## src/rtl/proc_pkg.sv

```systemverilog
// Shared opcode/state encodings and width-derivation helpers for param_processor.
package proc_pkg;

  localparam int OPCODE_W = 32'sd3;

  typedef enum logic [2:0] {
    OP_STORE = 3'b000,
    OP_LOAD  = 3'b001,
    OP_ADD   = 3'b010,
    OP_SUB   = 3'b011,
    OP_AND   = 3'b100,
    OP_OR    = 3'b101,
    OP_NOP   = 3'b110,
    OP_HALT  = 3'b111
  } opcode_t;

  typedef enum logic [2:0] {
    ST_IDLE   = 3'd0,
    ST_FETCH  = 3'd1,
    ST_EXEC   = 3'd2,
    ST_WB     = 3'd3,
    ST_HALTED = 3'd4
  } state_t;

  function automatic int max_f(input int a, input int b);
    return (a > b) ? a : b;
  endfunction

  // ALU words carry three register fields; memory words carry one register and an address.
  function automatic int instr_w_f(input int ra_w, input int da_w);
    return OPCODE_W + max_f(32'sd3 * ra_w, ra_w + da_w);
  endfunction

  function automatic int count_w_f(input int depth);
    return $clog2(depth) + 32'sd1;
  endfunction

endpackage

```

## src/rtl/instr_fifo.sv

```systemverilog
// Instruction queue: circular buffer with occupancy count; a push while full is refused.
module instr_fifo
  import proc_pkg::*;
#(
  parameter int WIDTH = 32'sd12,
  parameter int DEPTH = 32'sd4,
  localparam int PTR_W = $clog2(DEPTH),
  localparam int CNT_W = count_w_f(DEPTH)
) (
  input  logic             clk,
  input  logic             reset,
  input  logic             push,
  input  logic [WIDTH-1:0] din,
  input  logic             pop,
  output logic [WIDTH-1:0] dout,
  output logic             full,
  output logic             empty,
  output logic [CNT_W-1:0] count
);

  logic [WIDTH-1:0] mem_r [DEPTH];
  logic [PTR_W-1:0] wr_ptr_r;
  logic [PTR_W-1:0] rd_ptr_r;
  logic [CNT_W-1:0] count_r;
  logic             do_push_s;
  logic             do_pop_s;

  assign full      = (count_r == CNT_W'(DEPTH));
  assign empty     = (count_r == '0);
  assign do_push_s = push && !full;
  assign do_pop_s  = pop && !empty;
  assign dout      = mem_r[rd_ptr_r];
  assign count     = count_r;

  // Pointers wrap naturally because DEPTH is a power of two.
  always_ff @(posedge clk or posedge reset) begin
    if (reset) begin
      wr_ptr_r <= '0;
      rd_ptr_r <= '0;
      count_r  <= '0;
      for (int i = 32'sd0; i < DEPTH; i++) begin
        mem_r[i] <= '0;
      end
    end else begin
      if (do_push_s) begin
        mem_r[wr_ptr_r] <= din;
        wr_ptr_r        <= wr_ptr_r + PTR_W'(1'b1);
      end
      if (do_pop_s) begin
        rd_ptr_r <= rd_ptr_r + PTR_W'(1'b1);
      end
      case ({do_push_s, do_pop_s})
        2'b10:   count_r <= count_r + CNT_W'(1'b1);
        2'b01:   count_r <= count_r - CNT_W'(1'b1);
        default: count_r <= count_r;
      endcase
    end
  end

endmodule

```

## src/rtl/param_processor.sv

```systemverilog
// Small multi-cycle processor: queued instructions run FETCH/EXEC/WB against an
// inline register file, ALU and data memory.
module param_processor
  import proc_pkg::*;
#(
  parameter int DATA_W     = 32'sd4,
  parameter int NREGS      = 32'sd8,
  parameter int DMEM_DEPTH = 32'sd16,
  parameter int IQ_DEPTH   = 32'sd4,
  localparam int RA_W    = $clog2(NREGS),
  localparam int DA_W    = $clog2(DMEM_DEPTH),
  localparam int INSTR_W = instr_w_f(RA_W, DA_W),
  localparam int CNT_W   = count_w_f(IQ_DEPTH)
) (
  input  logic               clk,
  input  logic               reset,
  input  logic               instr_valid,
  output logic               instr_ready,
  input  logic [INSTR_W-1:0] instr,
  input  logic               run_mode,
  input  logic               step,
  input  logic [RA_W-1:0]    dbg_addr,
  output logic [DATA_W-1:0]  dbg_data,
  output logic               result_valid,
  output logic [DATA_W-1:0]  result_data,
  output logic [RA_W-1:0]    result_reg,
  output logic               zero_flag,
  output logic               carry_flag,
  output logic               busy,
  output logic               halted,
  output logic [CNT_W-1:0]   iq_count
);

  logic [INSTR_W-1:0] fifo_dout_s;
  logic               fifo_full_s;
  logic               fifo_empty_s;
  logic [CNT_W-1:0]   fifo_count_s;
  logic               pop_s;

  state_t             state_r;
  state_t             state_next_s;
  logic               busy_r;
  logic               halted_r;
  logic [INSTR_W-1:0] ir_r;

  logic [DATA_W-1:0]  regs_r [NREGS];
  logic [DATA_W-1:0]  dmem_r [DMEM_DEPTH];

  logic               result_valid_r;
  logic [DATA_W-1:0]  result_data_r;
  logic [RA_W-1:0]    result_reg_r;
  logic               zero_r;
  logic               carry_r;

  opcode_t            op_s;
  logic [RA_W-1:0]    dst_s;
  logic [RA_W-1:0]    src1_s;
  logic [RA_W-1:0]    src2_s;
  logic [DA_W-1:0]    addr_s;
  logic [DATA_W-1:0]  opa_s;
  logic [DATA_W-1:0]  opb_s;
  logic [DATA_W:0]    sum_s;
  logic [DATA_W:0]    diff_s;
  logic [DATA_W-1:0]  alu_res_s;
  logic               alu_carry_s;
  logic               is_alu_s;
  logic               writes_reg_s;

  instr_fifo #(
    .WIDTH (INSTR_W),
    .DEPTH (IQ_DEPTH)
  ) u_iq (
    .clk   (clk),
    .reset (reset),
    .push  (instr_valid),
    .din   (instr),
    .pop   (pop_s),
    .dout  (fifo_dout_s),
    .full  (fifo_full_s),
    .empty (fifo_empty_s),
    .count (fifo_count_s)
  );

  assign instr_ready  = !fifo_full_s;
  assign iq_count     = fifo_count_s;
  assign busy         = busy_r;
  assign halted       = halted_r;
  assign result_valid = result_valid_r;
  assign result_data  = result_data_r;
  assign result_reg   = result_reg_r;
  assign zero_flag    = zero_r;
  assign carry_flag   = carry_r;
  assign dbg_data     = regs_r[dbg_addr];

  // Field decode; memory ops reuse the first register field and place the address after it.
  assign op_s   = opcode_t'(ir_r[INSTR_W-1 -: OPCODE_W]);
  assign dst_s  = ir_r[INSTR_W-OPCODE_W-1 -: RA_W];
  assign src1_s = ir_r[INSTR_W-OPCODE_W-RA_W-1 -: RA_W];
  assign src2_s = ir_r[INSTR_W-OPCODE_W-2*RA_W-1 -: RA_W];
  assign addr_s = ir_r[INSTR_W-OPCODE_W-RA_W-1 -: DA_W];

  assign opa_s  = regs_r[src1_s];
  assign opb_s  = regs_r[src2_s];
  assign sum_s  = {1'b0, opa_s} + {1'b0, opb_s};
  assign diff_s = {1'b0, opa_s} - {1'b0, opb_s};

  assign is_alu_s     = (op_s == OP_ADD) || (op_s == OP_SUB) || (op_s == OP_AND) || (op_s == OP_OR);
  assign writes_reg_s = is_alu_s || (op_s == OP_LOAD);

  // The extra top bit of diff_s is the borrow for SUB.
  always_comb begin
    alu_res_s   = '0;
    alu_carry_s = 1'b0;
    case (op_s)
      OP_ADD: begin
        alu_res_s   = sum_s[DATA_W-1:0];
        alu_carry_s = sum_s[DATA_W];
      end
      OP_SUB: begin
        alu_res_s   = diff_s[DATA_W-1:0];
        alu_carry_s = diff_s[DATA_W];
      end
      OP_AND:  alu_res_s = opa_s & opb_s;
      OP_OR:   alu_res_s = opa_s | opb_s;
      default: alu_res_s = '0;
    endcase
  end

  always_comb begin
    state_next_s = state_r;
    pop_s        = 1'b0;
    case (state_r)
      ST_IDLE: begin
        if (!fifo_empty_s && (run_mode || step)) begin
          state_next_s = ST_FETCH;
        end else begin
          state_next_s = ST_IDLE;
        end
      end
      ST_FETCH: begin
        pop_s        = 1'b1;
        state_next_s = ST_EXEC;
      end
      ST_EXEC: begin
        if (op_s == OP_HALT) begin
          state_next_s = ST_HALTED;
        end else begin
          state_next_s = ST_WB;
        end
      end
      ST_WB: begin
        if (run_mode && !fifo_empty_s) begin
          state_next_s = ST_FETCH;
        end else begin
          state_next_s = ST_IDLE;
        end
      end
      ST_HALTED: state_next_s = ST_HALTED;
      default:   state_next_s = ST_IDLE;
    endcase
  end

  // Status outputs are registered from the next state so they line up with state_r.
  always_ff @(posedge clk or posedge reset) begin
    if (reset) begin
      state_r  <= ST_IDLE;
      busy_r   <= 1'b0;
      halted_r <= 1'b0;
      ir_r     <= '0;
    end else begin
      state_r  <= state_next_s;
      busy_r   <= (state_next_s == ST_FETCH) || (state_next_s == ST_EXEC) || (state_next_s == ST_WB);
      halted_r <= (state_next_s == ST_HALTED);
      if (pop_s) begin
        ir_r <= fifo_dout_s;
      end
    end
  end

  // EXEC captures the result and flags (visible during WB); the register commits leaving WB.
  always_ff @(posedge clk or posedge reset) begin
    if (reset) begin
      for (int i = 32'sd0; i < NREGS; i++) begin
        regs_r[i] <= '0;
      end
      for (int i = 32'sd0; i < DMEM_DEPTH; i++) begin
        dmem_r[i] <= '0;
      end
      result_valid_r <= 1'b0;
      result_data_r  <= '0;
      result_reg_r   <= '0;
      zero_r         <= 1'b0;
      carry_r        <= 1'b0;
    end else begin
      result_valid_r <= (state_r == ST_EXEC) && writes_reg_s;
      if (state_r == ST_EXEC) begin
        if (op_s == OP_STORE) begin
          dmem_r[addr_s] <= regs_r[dst_s];
        end
        if (writes_reg_s) begin
          result_data_r <= (op_s == OP_LOAD) ? dmem_r[addr_s] : alu_res_s;
          result_reg_r  <= dst_s;
        end
        if (is_alu_s) begin
          zero_r  <= (alu_res_s == '0);
          carry_r <= alu_carry_s;
        end
      end
      if ((state_r == ST_WB) && result_valid_r) begin
        regs_r[dst_s] <= result_data_r;
      end
    end
  end

endmodule
```

## config.mk

```make
export PLATFORM = sky130hd
export DESIGN_NAME = param_processor
export DESIGN_NICKNAME = d
export VERILOG_FILES = /design/src/rtl/proc_pkg.sv /design/src/rtl/instr_fifo.sv /design/src/rtl/param_processor.sv
export SDC_FILE = /design/constraint.sdc
export NUM_CORES = 1
export LEC_CHECK = 0
export ABC_AREA = 1
export BUFFER_PORTS_ARGS = -buffer_cell sky130_fd_sc_hd__buf_2
export CORE_MARGIN = 3
export CORE_UTILIZATION = 35
export CTS_CLUSTER_DIAMETER = 60
export DETAILED_ROUTE_END_ITERATION = 6
export PLACE_DENSITY_LB_ADDON = 0.15
export REMOVE_ABC_BUFFERS = 1
export SYNTH_ARGS = -nofsm -noshare
export SYNTH_HDL_FRONTEND = slang
export SYNTH_SLANG_ARGS = --single-unit
```

## constraint.sdc

```tcl
create_clock -name clk -period 7 [get_ports clk]
set_clock_uncertainty 0.1 [all_clocks]
set_input_delay 1.4 -clock clk [delete_from_list [all_inputs] [get_ports clk]]
set_output_delay 1.4 -clock clk [all_outputs]
set_load 0.03 [all_outputs]
```

==> results.json <==
{
  "status": "complete, but fails checks",
  "violations": "DRC",
  "slew_violations": 0,
  "cts.path.max_buffers": 2,
  "post_dp_cell_area_sq_um": 9830,
  "period_share": 0.601,
  "dp_hpwl_um": 18500,
  "cts_tree": "built",
  "syn-instance-count": 1271,
  "routed_wl_um": 27400,
  "rsz0062_at_grt": "false",
  "vias_per_cell": 4.98,
  "slew_headroom": 0.242,
  "largest_reg_flops": 64,
  "synth_area_leader_cell": "dfrtp_1",
  "ant_nets": 0,
  "fin_area_sq_um": 10500,
  "worst_slew_pin_slew_ns": 1.13,
  "path_max_fanout": 19,
  "multi_input_comb_area_sq_um": 4240,
  "grt_pass1_wl_um": 44000,
  "grt_usage": 0.195,
  "place_congestion": 0.893,
  "synthTopCellsByCount": "nand2_1, o21ai_0, dfrtp_1",
  "grt-ovfl-total": 0,
  "clockRootBuffer": "clkbuf_16",
  "area_delta_synth_final_pct": 11.3,
  "synth_top_area_frac": 0.473,
  "rows": 59,
  "grt_max_degree": 131,
  "arrival_ns": 2.71,
  "async_flop_share": 1.00,
  "die_area_sq_um": 28900,
  "post_cts_buffers": 0,
  "die_h_um": 170,
  "finalHoldViolCount": 0,
  "hp-start": "dmem_r[2]",
  "critPathLaunch": "dbg_addr[0]",
  "cts_sinks": 178,
  "path_class": "in -> out",
  "h-tree-depth": 4,
  "cts_resized": 0,
  "core_region_area_sq_um": 26300,
  "final_core_util": 0.399,
  "dr.pass1.iters": 7,
  "drc": 2,
  "ys_seq_area_frac": 0.473,
  "setup_viol_count_final": 0,
  "slowest_delay_ns": 0.26,
  "p_per_area_nw_per_um2": 408,
  "worstPathCellList": "buf_2 > inv_1 > a21oi_1 > o21ai_0 > nand2_1 > nor2_1 > a31oi_1 > buf_2",
  "fillers": 2784,
  "synth_warnings": 0,
  "period_minus_slack_ns": 4.21,
  "setup_tns_ns": 0,
  "end_kind": "output pin",
  "register_area_sq_um": 4450,
  "vias": 8144,
  "start_util": 0.359,
  "dr.first_iter.drc_count": 689,
  "layout_top_registers": "dmem_r: 64 flops, u_iq.mem_r: 48 flops, regs_r: 32 flops",
  "drv_cap": 0,
  "yosysMostFrequentCell": "nand2_1",
  "synth-edff-count": 0,
  "vdd_drop_max_v": 0.000171,
  "hp-class": "reg -> reg",
  "critPathLaunchType": "primary input",
  "cpMostUsedCell": "buf_2",
  "drive_gt1_frac": 0.0778,
  "ys.flop_type": "dfrtp_1",
  "ctsHoldBuffers": 0,
  "grt_pass1_vias": 7756,
  "yosys.cell_types.count": 34,
  "wire_per_inst_um": 16.8,
  "p_leak_uw": 0.00526,
  "ioPinCount": 40,
  "numCtsBuffers": 17,
  "largest-register": "dmem_r",
  "ys_seq_elements": 178,
  "avgSynthCellArea_sq_um": 7.41,
  "io_buffers": 39,
  "fmax_mhz": 238,
  "clk_pin_slew_worst_paths_ns": 0.07,
  "antenna_found_initial": 0,
  "slowest_stage": "buf_2",
  "finalPower_uw": 4280,
  "synth_area_sq_um": 9420,
  "synth_area_leaders": "dfrtp_1, nand2_1, o21ai_0",
  "clock_latency_ns": 0.44,
  "reg2reg_from": "ir_r[3]",
  "n_antenna_cell": 0,
  "layout.nets": 1327,
  "die_w_um": 170,
  "crit_required_ns": 5.50
}
[cell usage in the layout, fill, tap and decap left out, types with 7 or more instances in the layout]
cell       synthesis  routed
nand2_1          477     477
o21ai_0          180     180
dfrtp_1          178     178
inv_1            113     112
nor2_1            84      84
a21oi_1           47      47
buf_2             20      39
nand3_1           27      27
ha_1              18      18
clkbuf_16          0      17
o32ai_1           14      14
inv_2             13      13
nand4_1           13      13
o22ai_1            8       8
o211ai_1           7       7
[final cells by class]
class	count	area share
Clock buffer	17	0.0406
Sequential cell	178	0.425
Tap cell	335	0.0400
Clock inverter	15	0.0218
Inverter	132	0.0480
Multi-Input combinational cell	915	0.404
Timing Repair Buffer	42	0.0208
[where the power goes]
| part | switching [uW] | internal [uW] | leakage (uW) |
|---|---|---|---|
| logic | 1140 | 488 | 0.00257 |
| registers | 303 | 1290 | 0.00237 |
| clock network | 495 | 559 | 0.000317 |
[kinds of logic (layout without fill, tap and decap cells)]
kind of cell             after synthesis  in the layout  synth area share
XOR/XNOR                               4              4           0.00372
flip-flops                           178            178             0.473
adder cells (fa/ha/maj)               21             21            0.0303
AND/OR/NAND/NOR                      618            618             0.260
AO/OA/AOI/OAI                        272            272             0.156
buffers and inverters                178            206            0.0774
[path summary, 6_finish.rpt]
check / endpoint / slack, ns / cells after the start
worst min register to register: dmem_r[2] / 0.38 / 2
worst min-delay path: dmem_r[2] / 0.38 / 2
worst max register to register: zero_flag / 3.29 / 15
max in group asynchronous: dmem_r[14] / 4.54 / 3
min in group asynchronous: u_iq.mem_r[4] / 1.02 / 2
worst max-delay path: dbg_data[2] / 2.79 / 8
[metrics by stage]
stage | cells | setup slack (ns) | hold slack [ns]
floorplan | 1225 | 0.670 | 0.348
global placement | 1602 | 2.86 | 0.363
detailed placement | 1602 | 2.83 | 0.366
CTS | 1634 | 2.84 | 0.385
global route | 1634 | 2.66 | 0.397
finish | 1634 | 2.79 | 0.379
[metal layers]
layer  global-route usage  up-vias  part of all wire
met2                0.313      198              0.46
met1                0.276     3805              0.48
met4               0.0504        0             0.017
met5                    0        -                 0
met3               0.0325       33             0.047
li1                     -     4108                 -
[critical path: cells and delay by family]
kind,cells,cell delay [ns]
simple gates,2,0.11
compound gates,3,0.46
buf+inv,3,0.74
Note: power is estimated with default switching activity, not from simulation.
